**config.mk**
```make
export PLATFORM = sky130hd
export DESIGN_NAME = noc_flit_tx
export DESIGN_NICKNAME = d
export VERILOG_FILES = /design/src/rtl/noc_flit_tx.sv
export SDC_FILE = /design/constraint.sdc
export NUM_CORES = 1
export LEC_CHECK = 0
export CAP_MARGIN = 30
export CELL_PAD_IN_SITES_DETAIL_PLACEMENT = 1
export CELL_PAD_IN_SITES_GLOBAL_PLACEMENT = 2
export CORE_UTILIZATION = 47
export DETAILED_ROUTE_END_ITERATION = 7
export PLACE_DENSITY_LB_ADDON = 0.1
export SLEW_MARGIN = 20
export SYNTH_ARGS = -nofsm -noshare
export SYNTH_HDL_FRONTEND = slang
export SYNTH_SLANG_ARGS = --single-unit
```
**constraint.sdc**
```tcl
create_clock -name clk -period 8.8 [get_ports clk]
set_input_delay 1.76 -clock clk [delete_from_list [all_inputs] [get_ports clk]]
set_output_delay 1.76 -clock clk [all_outputs]
set_load 0.02 [all_outputs]
```
**src/rtl/noc_flit_tx.sv**
```systemverilog
// Credit-based flit transmitter: local FIFO feeding a router input port, with packet tracking.
// Optional credit-overflow detection enabled by defining NOC_TX_CREDIT_CHECK_EN.
//
// state      | meaning
// PKT_IDLE   | no packet in flight; next sent flit is a head (or a single-flit packet)
// PKT_ACTIVE | head sent, tail not yet sent
module noc_flit_tx #(
    parameter int DATA_W     = 16,
    parameter int CREDITS    = 4,
    parameter int FIFO_DEPTH = 8
) (
    input  logic                           clk,
    input  logic                           rst,
    input  logic                           src_valid,
    input  logic [DATA_W-1:0]              src_data,
    input  logic                           src_last,
    output logic                           src_ready,
    output logic                           valid_o,
    output logic [DATA_W-1:0]              data_o,
    input  logic                           credit_i,
    output logic [$clog2(CREDITS+1)-1:0]   credit_cnt_o,
    output logic                           busy_o,
    output logic [7:0]                     pkt_cnt_o,
    output logic                           err_o
);

    localparam int AW = $clog2(FIFO_DEPTH);
    localparam int CW = $clog2(CREDITS+1);
    localparam logic [CW-1:0] CRED_MAX = CW'(CREDITS);
    localparam logic [AW:0]   FIFO_FULL = (AW+1)'(FIFO_DEPTH);

    typedef enum logic {
        PKT_IDLE,
        PKT_ACTIVE
    } pkt_state_t;

    // FIFO storage: payload plus last bit in the MSB
    logic [DATA_W:0] mem [FIFO_DEPTH];
    logic [AW-1:0]   wr_ptr;
    logic [AW-1:0]   rd_ptr;
    logic [AW:0]     fifo_cnt;
    logic            fifo_full;
    logic            fifo_empty;
    logic            push;
    logic            send;
    logic [DATA_W:0] head;
    logic            head_last;

    logic [CW-1:0]   credit_cnt;
    pkt_state_t      state_q;
    pkt_state_t      state_d;
    logic            tail_sent;
    logic [7:0]      pkt_cnt;

    assign fifo_full  = (fifo_cnt == FIFO_FULL);
    assign fifo_empty = (fifo_cnt == '0);
    assign src_ready  = !fifo_full;
    assign push       = src_valid && !fifo_full;
    // Send uses only registered state, so a returning credit is usable next cycle
    assign send       = !fifo_empty && (credit_cnt != '0);
    assign head       = mem[rd_ptr];
    assign head_last  = head[DATA_W];

    always_ff @(posedge clk) begin
        if (push) begin
            mem[wr_ptr] <= {src_last, src_data};
        end
    end

    always_ff @(posedge clk) begin
        if (!rst) begin
            wr_ptr   <= '0;
            rd_ptr   <= '0;
            fifo_cnt <= '0;
        end else begin
            if (push) begin
                wr_ptr <= wr_ptr + 1'b1;
            end
            if (send) begin
                rd_ptr <= rd_ptr + 1'b1;
            end
            case ({push, send})
                2'b10:   fifo_cnt <= fifo_cnt + 1'b1;
                2'b01:   fifo_cnt <= fifo_cnt - 1'b1;
                default: fifo_cnt <= fifo_cnt;
            endcase
        end
    end

    always_ff @(posedge clk) begin
        if (!rst) begin
            valid_o <= 1'b0;
            data_o  <= '0;
        end else begin
            valid_o <= send;
            if (send) begin
                data_o <= head[DATA_W-1:0];
            end
        end
    end

    always_ff @(posedge clk) begin
        if (!rst) begin
            credit_cnt <= CRED_MAX;
        end else if (send && !credit_i) begin
            credit_cnt <= credit_cnt - 1'b1;
        end else if (credit_i && !send && (credit_cnt != CRED_MAX)) begin
            credit_cnt <= credit_cnt + 1'b1;
        end
    end

    assign credit_cnt_o = credit_cnt;

    always_ff @(posedge clk) begin
        if (!rst) begin
            state_q <= PKT_IDLE;
            pkt_cnt <= '0;
        end else begin
            state_q <= state_d;
            if (tail_sent) begin
                pkt_cnt <= pkt_cnt + 1'b1;
            end
        end
    end

    always_comb begin
        state_d   = state_q;
        tail_sent = 1'b0;
        if (send) begin
            case (state_q)
                PKT_IDLE: begin
                    if (head_last) begin
                        tail_sent = 1'b1;
                    end else begin
                        state_d = PKT_ACTIVE;
                    end
                end
                PKT_ACTIVE: begin
                    if (head_last) begin
                        tail_sent = 1'b1;
                        state_d   = PKT_IDLE;
                    end
                end
                default: state_d = PKT_IDLE;
            endcase
        end
    end

    assign busy_o    = (state_q == PKT_ACTIVE);
    assign pkt_cnt_o = pkt_cnt;

`ifdef NOC_TX_CREDIT_CHECK_EN
    logic err_q;

    // A credit beyond the router buffer depth means the two ends disagree; latch until reset
    always_ff @(posedge clk) begin
        if (!rst) begin
            err_q <= 1'b0;
        end else if (credit_i && !send && (credit_cnt == CRED_MAX)) begin
            err_q <= 1'b1;
        end
    end

    assign err_o = err_q;
`else
    assign err_o = 1'b0;
`endif

endmodule

```
==> run summary, run 1 <==
The post-layout worst setup margin is 4.89 ns. The highest clock frequency the design can meet came out at 255 MHz. The post-cts repair resize count is 0. The most used flip-flop cell after synthesis is edfxtp_1. The width of the chip came out at between 100 and 150 um. The switching portion of total power came out at 0.308. The arrival time reported for the critical path endpoint is around 2.2 ns. The maximum number of pins on one net before global-route repair is 38. The routed design could run at a clock period as short as 3.91 ns. The share of synthesized flip-flops with an asynchronous set or reset came out at 0. The min-delay analysis places its worst path in the category reg2reg.

STA classifies the critical path startpoint as a register. The analysis attributes to cell leakage a power of 2.70 nW. The total power after layout is 2.59 mW. The share of the clock period used by the worst path is 0.445. The wire length after detailed routing is 14200 um. The data required time of the worst path is between 7 and 8 ns. Once placement finished, the instance area stood at 7660 sq um. The number of placement rows is 43. The hold-fix buffer count after cts is 0. The number of enable-type register cells in the synthesized netlist came out at 136. The clock insertion delay at the later pin of the skew report came out at approximately 0.43 ns. Of the total power, the clock network draws 0.297. The routed wire length on met3 came out at 403 um.

The setup violation total in the final timing report is 0. The number of I/O pins is 52. Adding up every negative setup slack in the final design gives 0 ns. The final-report hold violation count is 0. The number of sinks handled by clock tree synthesis is 178. The area growth from synthesis to layout is 19.4%. The number of detailed-routing iterations run before antenna repair came out at 4. No sink is reached through more buffers than the 2 on the longest clock path. The final antenna-violating net count is 0. The tightest slew margin relative to the limit came out at 0.598.

The clock tree from TritonCTS is yes. The count of yosys warnings during synthesis came out at 0. The routed layout has 3714 vias.

In this run the power spent charging and discharging nets is 797 uW. The clock tree synthesis step divided the H-tree into 4 levels. Of the cells placed in the final design, the portion with a size suffix greater than 1 is 0.175.

After floorplanning, the core was sized to cover about 14000 sq um. The placed wire-length estimate came out at between 8000 and 9000 um. The total power per unit cell area is ~310 nW/um^2. The worst setup timing slack at the placement stage came out at 4.77 ns. The actual slew at the worst max-slew pin is 0.602 ns. The number of global-route vias before repair is 3909. The global-route wire length before repair is 21700 um.

The routability congestion estimate from global placement came out at 0.735. The number of DRC violations after detailed routing is 0. The sum of overflow across all layers after global routing is 0. The sequential fraction of design power came out at 0.419. The proportion of power drawn by combinational gates came out at 0.283.

The number of antenna violations at the first check in global routing is 0. The final max-slew violation count is 0. The floorplan step set the die height to 123 um. The worst setup path is of the reg2out kind.

The net count reported at finish is roughly 500. The worst voltage drop across the vdd grid came out at 0.000166 V. Setup repair after global routing left no endpoint under its margin.

Of all nets on the critical path, the largest fanout is 8. The first routing iteration left 228 violations. The clock input transition at the sequential cells of the worst setup and hold paths came out at approximately 0.060 ns. The via density per instance is approximately 5.6.

The post-synthesis cell area is 6920 sq um. The initial core utilization is 0.489. The most common library cell in the layout ignoring fill and taps is edfxtp_1. Synthesis produced 410 cells. Summing all non-filler instances in the final layout gives an area of a little over 8000 sq um. The mean post-synth cell area came out at approximately 17 sq um. The number of buffer cells added on primary ports came out at 50. The nature of the critical path endpoint is an output port.

0 antenna diodes ended up in the layout. CTS placed an instance of clkbuf_16 at the clock tree root. Summed over all nets, wire length on met2 after detailed routing comes to 7390 um. The number of setup buffers added after CTS is 0. In the layout the commonest cells are edfxtp_1 (136), clkdlybuf4s50_1 (50), dfxtp_1 (41). The routed length per placed instance is 21.4 um. Max-cap violations in this run came to 0. The detailed router put a total of slightly above 6000 um of wire on met1. In this run, synthesis produced a sequential element count of about 180. The synthesized net count came out at roughly 440. The uppermost signal routing layer after detailed routing is met4. The combined global-route utilization of all metal layers came out at 0.203. TritonCTS created 17 clock buffers.

Synthesis instantiated 38 different standard cells from the library. The clock skew after layout is 0.0110 ns. The share of the Yosys chip area taken by registers is 0.711.

The flow ran to the end, and the final reports show no timing, DRC or antenna violations. The internal power came out at 1.79 mW. The total die area is ~15000 sq um.
[final cells by class]
type / count / area [sq um]
clock buffers: 17 / 425
clock inverters: 15 / 178
fillers: 1275 / 5880
inverters: 5 / 18.8
multi-input cells: 203 / 1900
flip-flops and latches: 178 / 4930
well taps: 180 / 225
repair buffers: 63 / 598
[stage by stage]
| step | hold slack, ns | utilization | cells |
|---|---|---|---|
| finish | 0.478 | 0.584 | 661 |
| global route | 0.503 | 0.584 | 661 |
| CTS | 0.487 | 0.584 | 661 |
| detailed placement | 0.469 | 0.542 | 629 |
| global placement | 0.453 | 0.542 | 629 |
| floorplan | 0.462 | - | 410 |
[power by group through the flow]
stage / clock network [mW] / registers (mW) / logic [mW]
2_1_floorplan: 0 / 1.13 / 0.459
3_3_place_gp: 0 / 1.10 / 0.719
3_5_place_dp: 0 / 1.11 / 0.741
4_1_cts: 0.785 / 1.09 / 0.743
5_1_grt: 0.809 / 1.10 / 0.799
6_report: 0.770 / 1.09 / 0.733
[logic make-up after synthesis]
kind of cell,Yosys count,share of synthesized area
flops,178,0.711
mux,64,0.152
simple gates,71,0.0519
buf+inv,29,0.0184
compound gates,53,0.0430
fa+ha+maj,7,0.0137
other cells,1,0.000542
xor+xnor,7,0.00886
[Yosys cell counts, drive strengths merged (7+ instances only)]
master  instances  area share
o21ai          20       0.014
clkbuf         15      0.0081
buf             9      0.0076
mux2i          31       0.045
nor2           15      0.0081
dfxtp          42        0.12
mux4           33        0.11
nand2b         13       0.012
a21oi          24       0.017
nand3           7      0.0051
edfxtp        136        0.59
nand2          18      0.0098
[flip-flops by register name, indices dropped and copies added, names as in the netlist, named ones only]
name / count
busy_o: 1
credit_cnt_o: 3
data_o: 16
fifo_cnt: 4
mem: 136
pkt_cnt_o: 8
rd_ptr: 3
valid_o: 1
wr_ptr: 3
[layer usage]
layer,global-route usage,vias up
met1,0.256,1920
li1,-,1716
met3,0.0387,14
met2,0.350,64
met4,0.0723,0
met5,0,-
[critical path: stages, from the launching register on]
cell	delay [ns]
dfxtp_1	0.38
or4b_2	0.78
clkdlybuf4s50_1	0.58
[final timing paths]
kind                                                start                         to  slack, ns  depth (start not counted)
worst max register to register   fifo_cnt[0]$_SDFFE_PN0P_   fifo_cnt[2]$_SDFFE_PN0P_       5.70                         10
worst min register to register  pkt_cnt_o[7]$_SDFFE_PN0P_  pkt_cnt_o[7]$_SDFFE_PN0P_       0.48                          2
worst max-delay path             fifo_cnt[0]$_SDFFE_PN0P_                  src_ready       4.89                          2
worst min-delay path            pkt_cnt_o[7]$_SDFFE_PN0P_  pkt_cnt_o[7]$_SDFFE_PN0P_       0.48                          2
No activity file was read; power rests on OpenSTA's default activity.
==> run 2, diff against run 1 <==
Settings changed: CORE_UTILIZATION 47 to 39.
Clock period 8.8 ns to 3.16 ns, I/O delays scaled along.
==> run summary, run 2 (synthesis results as in run 1) <==
The share of the clock period used by the worst path came out at 0.880. The placed wire-length estimate is 8650 um (+5.5%). The internal power is 5.04 mW (+180%). The post-cts repair resize count came to 0 (unchanged). The global-route wire length before repair came out at 22900 um (+5.3%). The maximum number of pins on one net before global-route repair is 39 (+2.6%). TritonCTS built the clock tree. The net switching power figure came out at 2.22 mW (+180%).

The data required time of the worst path came out at 2.53 ns (-4.51 ns). The endpoint of the most critical register-to-register path is credit_cnt_o[2]$_SDFFE_PN1P_. The switching portion of total power came out at 0.306 (-0.00171).

The min-delay analysis places its worst path in the category reg2reg. The max-cap violation count was 0 (unchanged). The count of fill cells added during filler insertion is 1636 (+28%). Setup repair after global routing left no endpoint under its margin. The total inserted antenna cells is 0 (unchanged). The peak per-stage delay on the critical path is 0.77 ns (about the same). In this run the critical register-to-register path is launched from fifo_cnt[1]$_SDFFE_PN0P_. The top register by number of flip-flops is mem. The run finished with clean final reports.

The via density per instance came out at 5.26 (-6.4%). The starting DRC count in detailed routing is 163 (-29%). Derived from the worst setup path, the maximum achievable clock frequency is between 300 and 400 MHz. The number of standard cells in the final layout excluding fillers came out at 712 (+7.7%).

The worst setup path is captured at an output port. The total power after layout is 7.26 mW (+180%). The setup path with the least slack is of type reg2out. The initial core utilization came out at 0.400 (-0.0890).

The cell sitting at the root of the clock tree is a clkbuf_16. The combined global-route utilization of all metal layers is 0.173 (-0.0298). The TritonCTS buffer count is 17 (unchanged). The final critical path time including I/O delays and setup is 2.78 ns. The die outline height came out at 135 um (+9.6%).

The proportion of power drawn by combinational gates is 0.290 (+0.007). The clock share of power came out at 0.297 (about the same). The number of detailed-routing iterations run before antenna repair is 6 (+2). The number of buffer cells added on primary ports is 50 (unchanged). The depth of the critical timing path with buffers and inverters included is 2 (unchanged). The fraction of final layout cells sized beyond drive strength 1 was 0.181 (+0.00606). The final antenna-violating net count is 0 (unchanged).

The wire length after detailed routing was 14400 um (+1.5%). The path depth of the worst reg2reg path came out at 10 (unchanged). The number of antenna violations at the first check in global routing is 0 (unchanged). The number of global-route vias before repair is 3997 (+2.3%). The actual slew at the worst max-slew pin is 0.517 ns (-0.0855 ns). The kind of cell with the highest combined delay along the critical path is simple AND/OR/NAND/NOR gates. The sum of overflow across all layers after global routing was 0 (unchanged). The net count reported at finish came out at 502 (+1.2%).

The maximum count of clock buffers along a single path came out at 2 (unchanged). The tightest slew margin relative to the limit is 0.655 (+0.0570). The number of post-CTS setup repair buffers is 0 (unchanged). The sequential fraction of design power is 0.413 (-0.006). The worst-case register-to-register setup slack is 0.55 ns (-5.15 ns). The final-report hold violation count is 0 (unchanged). The H-tree depth was 4 (unchanged). The number of placed cells counting well taps is 680 (+8.1%).

The number of placement rows was 48 (+12%). The clock input transition at the sequential cells of the worst setup and hold paths came out at 0.07 ns (about the same). The routed length per placed instance came out at 20.2 um (-5.8%).

STA classifies the critical path startpoint as a register. The critical path starts at fifo_cnt[0]$_SDFFE_PN0P_. The highest net fanout along the worst path is 8 (unchanged). The number of flip-flops in the largest register is 136 (unchanged).

The hold-fix buffer count after cts came out at 0 (unchanged). The worst voltage drop across the vdd grid came out at 0.000407 V (+150%). The post-layout worst setup margin came to 0.379 ns (-4.51 ns). The final max-slew violation count is 0 (unchanged). The static leakage came out at 2.74 nW (+1.7%). The synthesis-to-layout area growth is 21.0%. The number of sinks handled by clock tree synthesis is 178 (unchanged). The number of buffers and inverters on the critical path is 1 (unchanged). Leaving out fill and tap cells, the most frequent cell in the layout is edfxtp_1. The final hold slack is 0.478 ns (-0.000205 ns). The clock skew after layout came out at 0.00725 ns (-0.00379 ns). The total die area came to 18300 sq um (+20%). The clock insertion delay at the later pin of the skew report is 0.43 ns (about the same). The slowest stage of the critical path belongs to the cell or4b_2.

The worst setup timing slack at the placement stage is 0.498 ns (-4.27 ns). The routability congestion estimate from global placement came out at 0.683 (-7.1%). In the layout the commonest cells are edfxtp_1 (136), clkdlybuf4s50_1 (50), dfxtp_1 (41). The last element of the critical path is src_ready. The total power per unit cell area is 867 nW/um^2 (+180%). The final total negative setup slack is 0 ns (unchanged). The number of I/O pins came out at 52 (unchanged). The area of combinational cells with multiple inputs came out at 1910 sq um (+0.46%).

The number of DRC violations after detailed routing is 0 (unchanged). The arrival time reported for the critical path endpoint came out at 2.15 ns (about the same). The width of the chip is 135 um (+9.6%). Walking the worst path, the cells encountered are or4b_2 > clkdlybuf4s50_1. The area of the core came to 17300 sq um (+22%).

The setup violation total in the final timing report is 0 (unchanged). The total via count after detailed routing was 3746 (+0.86%). The sequential standard cell area is 4930 sq um (unchanged).
-- run 2: cell count changes in the layout (fill, tap and decap cells not counted), moves of 2 or more --
cell        change
inv_6           -3
buf_4           +6
clkinvlp_4      -4
clkinv_4        +3
clkbuf_1        +2
-- run 2: layout make-up --
| type | instances | share of cell area |
|---|---|---|
| tap | 225 | 0.0336 |
| clock buffer | 20 | 0.0533 |
| timing repair buffer | 69 | 0.0768 |
| sequential | 178 | 0.588 |
| clock inverter | 12 | 0.0184 |
| inverter | 5 | 0.00224 |
| multi-input combinational | 203 | 0.228 |
-- run 2: worst min path at each step --
stage | startpoint | endpoint | slack (ns) | cells after the start
4_1_cts | pkt_cnt_o[7]$_SDFFE_PN0P_ | pkt_cnt_o[7]$_SDFFE_PN0P_ | 0.49 | 2
2_1_floorplan | fifo_cnt[3]$_SDFFE_PN0P_ | fifo_cnt[3]$_SDFFE_PN0P_ | 0.46 | 2
5_1_grt | pkt_cnt_o[7]$_SDFFE_PN0P_ | pkt_cnt_o[7]$_SDFFE_PN0P_ | 0.52 | 2
3_5_place_dp | pkt_cnt_o[7]$_SDFFE_PN0P_ | pkt_cnt_o[7]$_SDFFE_PN0P_ | 0.48 | 2
6_report | pkt_cnt_o[7]$_SDFFE_PN0P_ | pkt_cnt_o[7]$_SDFFE_PN0P_ | 0.48 | 2
3_3_place_gp | pkt_cnt_o[7]$_SDFFE_PN0P_ | pkt_cnt_o[7]$_SDFFE_PN0P_ | 0.45 | 2
-- run 2: tightest hold or removal path: stages (launching register included) --
cell	delay, ns
dfxtp_1	0.32
nand2_1	0.06
mux2i_1	0.05
-- run 2: power groups by stage --
stage	Clock [mW]	Combinational, mW	Sequential [mW]
floorplan	0	1.28	3.16
global placement	0	2.09	3.03
detailed placement	0	2.14	3.05
CTS	2.21	2.15	3.00
global route	2.30	2.31	3.03
finish	2.16	2.11	3.00
-- run 2: through the flow --
stage,utilization,instance area (sq um)
6_report,0.484,8380
3_5_place_dp,0.450,7770
4_1_cts,0.484,8380
3_3_place_gp,0.450,7770
5_1_grt,0.484,8380
2_1_floorplan,-,6930
-- run 2: per-layer routing --
metal	GRT usage	vias up	wire length, um	share of wire
met1	0.220	1951	6610	0.46
met5	0	-	0	0
met2	0.290	56	7210	0.50
met3	0.0419	13	354	0.025
li1	-	1726	-	-
met4	0.0618	0	188	0.013
==> run 3, diff against run 2 <==
Settings changed: CAP_MARGIN 30 to default, CTS_BUF_LIST from default to sky130_fd_sc_hd__clkbuf_16.
Clock period 3.16 ns to 2.55 ns, I/O delays scaled along.
==> run summary, run 3 (synthesis results as in run 1) <==
The global-route wire length before repair is 22800 um (-0.33%). The width of the chip came out at 135 um (unchanged). The highest clock frequency the design can meet is 427 MHz. Broken down by cell family, the worst path's largest delay share belongs to simple AND/OR/NAND/NOR gates. The sum of overflow across all layers after global routing is 0 (unchanged).

The fraction of final layout cells sized beyond drive strength 1 is 0.196 (+0.0148). The H-tree depth came to 4 (unchanged). The number of detailed-routing iterations run before antenna repair is 4 (-2).

The routed wire length on met3 came out at 518 um (+46%). The total power per unit cell area came out at 1060 nW/um^2 (+22%). The number of buffers and inverters on the critical path was 1 (unchanged). The master cell of the clock root buffer is clkbuf_16. By instance count, the cell type seen most on the critical path is xor2_1. The worst voltage drop across the vdd grid is 0.000542 V (+33%). The routed metal-1 wire length was 6250 um (-5.4%).

Walking the worst path, the cells encountered are or4_1 > nand2_1 > inv_2 > ha_4 > xor2_1 > ha_1 > a21oi_2 > xor2_1 > or3_1 > a21oi_1. The type of element launching the critical path is a register. The final total negative setup slack came out at 0 ns (unchanged).

The maximum count of clock buffers along a single path is 2 (unchanged). The net count reported at finish was 506 (+0.80%). The final max-slew violation count is 0 (unchanged). The cell depth of the worst min-delay path came to 2 (unchanged). The number of DRC violations after detailed routing came out at 0 (unchanged). The peak per-stage delay on the critical path came out at 0.55 ns (-0.22 ns). The number of placement rows is 48 (unchanged).

The number of sinks handled by clock tree synthesis came out at 178 (unchanged). The setup violation total in the final timing report was 0 (unchanged). The highest metal layer carrying signal wires in the routed design is met4. The synthesis-to-layout area growth is 22.1%. The starting DRC count in detailed routing is 180 (+10%).

The worst setup timing slack at the placement stage is 0.124 ns (-0.374 ns). The placed wire-length estimate is 8830 um (+2.1%). After layout, the minimum clock period comes to 2.34 ns. The arrival time reported for the critical path endpoint came out at 2.69 ns (+0.54 ns). The final antenna-violating net count is 0 (unchanged). The number of antenna violations at the first check in global routing is 0 (unchanged). The highest net fanout along the worst path is 5 (-3).

The cell area after layout came out at 8450 sq um (+0.93%). The routed length per placed instance came out at 20.0 um (-1.0%). STA classifies the critical path endpoint as a register. The path with the worst hold slack has its endpoint at pkt_cnt_o[7]$_SDFFE_PN0P_. The most common library cell in the layout ignoring fill and taps is edfxtp_1. The total die area came to 18300 sq um (unchanged).

The maximum number of pins on one net before global-route repair came to 33 (-15%). The worst-case register-to-register setup slack came to 0.21 ns (-0.34 ns). The worst hold path begins at pkt_cnt_o[7]$_SDFFE_PN0P_.

The worst register-to-register path ends at fifo_cnt[2]$_SDFFE_PN0P_. The routability congestion estimate from global placement came out at 0.695 (+1.8%). The met2 wire length came to 7350 um (+1.9%). The die outline height was 135 um (unchanged). The clock input transition at the sequential cells of the worst setup and hold paths is 0.07 ns (about the same). The total via count after detailed routing came out at 3776 (+0.80%).

The actual slew at the worst max-slew pin came out at 0.537 ns (+0.0203 ns). The cell area reported after detailed placement came to 7890 sq um (+1.5%). The tightest slew margin relative to the limit came to 0.637 (-0.0182). The TritonCTS buffer count is 17 (unchanged). The path depth of the worst reg2reg path was 10 (unchanged). The slowest cell on the critical path is or4_1. The clock insertion delay at the later pin of the skew report came out at 0.42 ns (about the same). Leaving out fill and tap cells, the most frequent cells in the layout are edfxtp_1 (136), clkdlybuf4s50_1 (49), dfxtp_1 (41). The number of global-route vias before repair is 4021 (+0.60%). The number of post-CTS setup repair buffers was 0 (unchanged). The path class of the tightest hold or removal check is reg2reg. TritonCTS built the clock tree. The clock skew after layout is 0.00837 ns (+0.00111 ns).

The max-cap violation count came out at 0 (unchanged). The number of flip-flops in the largest register is 136 (unchanged). Setup repair after global routing left no endpoint under its margin.

In this run the critical register-to-register path is launched from fifo_cnt[3]$_SDFFE_PN0P_. The static leakage is 2.74 nW (about the same). The final-report hold violation count is 0 (unchanged). The area of the core is 17300 sq um (unchanged). The number of I/O pins came out at 52 (unchanged). The share of the clock period used by the worst path is 0.919. The initial core utilization came to 0.400 (unchanged).

The via density per instance came out at 5.27 (+0.24%). The top register by number of flip-flops is mem. The number of buffer cells added on primary ports is 50 (unchanged).

The run finished with clean final reports. The post-layout worst setup margin is 0.205 ns (-0.173 ns). The final hold slack came to 0.470 ns (-0.00830 ns). The data required time of the worst path is 2.90 ns (+0.37 ns).

The total inserted antenna cells is 0 (unchanged). The combined global-route utilization of all metal layers came to 0.171 (-0.00221). The wire length after detailed routing is 14300 um (-0.47%). The critical path is of the reg2reg type.
## run 3: cell count changes in the layout (fill, tap and decap cells not counted), sizes merged
cell | previous run | this run
dlygate4sd2 | 0 | 1
clkinvlp | 0 | 4
clkinv | 6 | 5
clkbuf | 20 | 17
inv | 8 | 10
clkdlybuf4s50 | 50 | 49
bufinv | 3 | 1
buf | 19 | 23
## run 3: area by class of cell
cell class	instances	area [sq um]
fill	1649	8840
sequential	178	4930
multi-input combinational	203	1930
timing repair buffer	73	734
clock buffer	17	425
tap	225	282
clock inverter	15	134
inverter	5	18.8
## run 3: tightest hold or removal path, cell delays in order (launching register included)
cell     delay [ns]
dfxtp_1        0.32
nand2_1        0.05
mux2i_1        0.05
## run 3: worst max-delay path by stage
stage | start | endpoint | slack, ns | depth (start not counted)
after detailed placement | src_valid | fifo_cnt[2]$_SDFFE_PN0P_ | 0.12 | 9
after floorplan | fifo_cnt[0]$_SDFFE_PN0P_ | mem[1][0]$_DFFE_PP_ | -0.005 | 4
after CTS | fifo_cnt[2]$_SDFFE_PN0P_ | src_ready | 0.03 | 3
after global routing | fifo_cnt[3]$_SDFFE_PN0P_ | fifo_cnt[2]$_SDFFE_PN0P_ | 0.06 | 10
final | fifo_cnt[3]$_SDFFE_PN0P_ | fifo_cnt[2]$_SDFFE_PN0P_ | 0.21 | 10
after global placement | src_valid | fifo_cnt[2]$_SDFFE_PN0P_ | 0.20 | 9
## run 3: power by group
| group | internal [mW] | leakage, nW | switching (mW) |
|---|---|---|---|
| clock network | 1.36 | 0.263 | 1.11 |
| logic | 1.28 | 0.898 | 1.50 |
| registers | 3.48 | 1.58 | 0.214 |
| total | 6.12 | 2.74 | 2.82 |
## run 3: what timing repair did
item | 4_1_cts | 5_1_grt
hold buffers | 0 | 0
setup endpoints to repair | 1 | 2
resized for setup | 1 | 2
## run 3: metal layers
layer	up-vias	track usage
met5	-	0
met4	0	0.0599
met3	14	0.0318
met2	64	0.297
met1	1959	0.214
li1	1739	-
## run 3: metrics by stage
stage	utilization	instances	power, mW
final	0.489	716	8.94
after detailed placement	0.456	684	6.58
after CTS	0.488	716	9.07
after global placement	0.456	684	6.50
after floorplan	-	410	5.58
after global routing	0.489	716	9.45
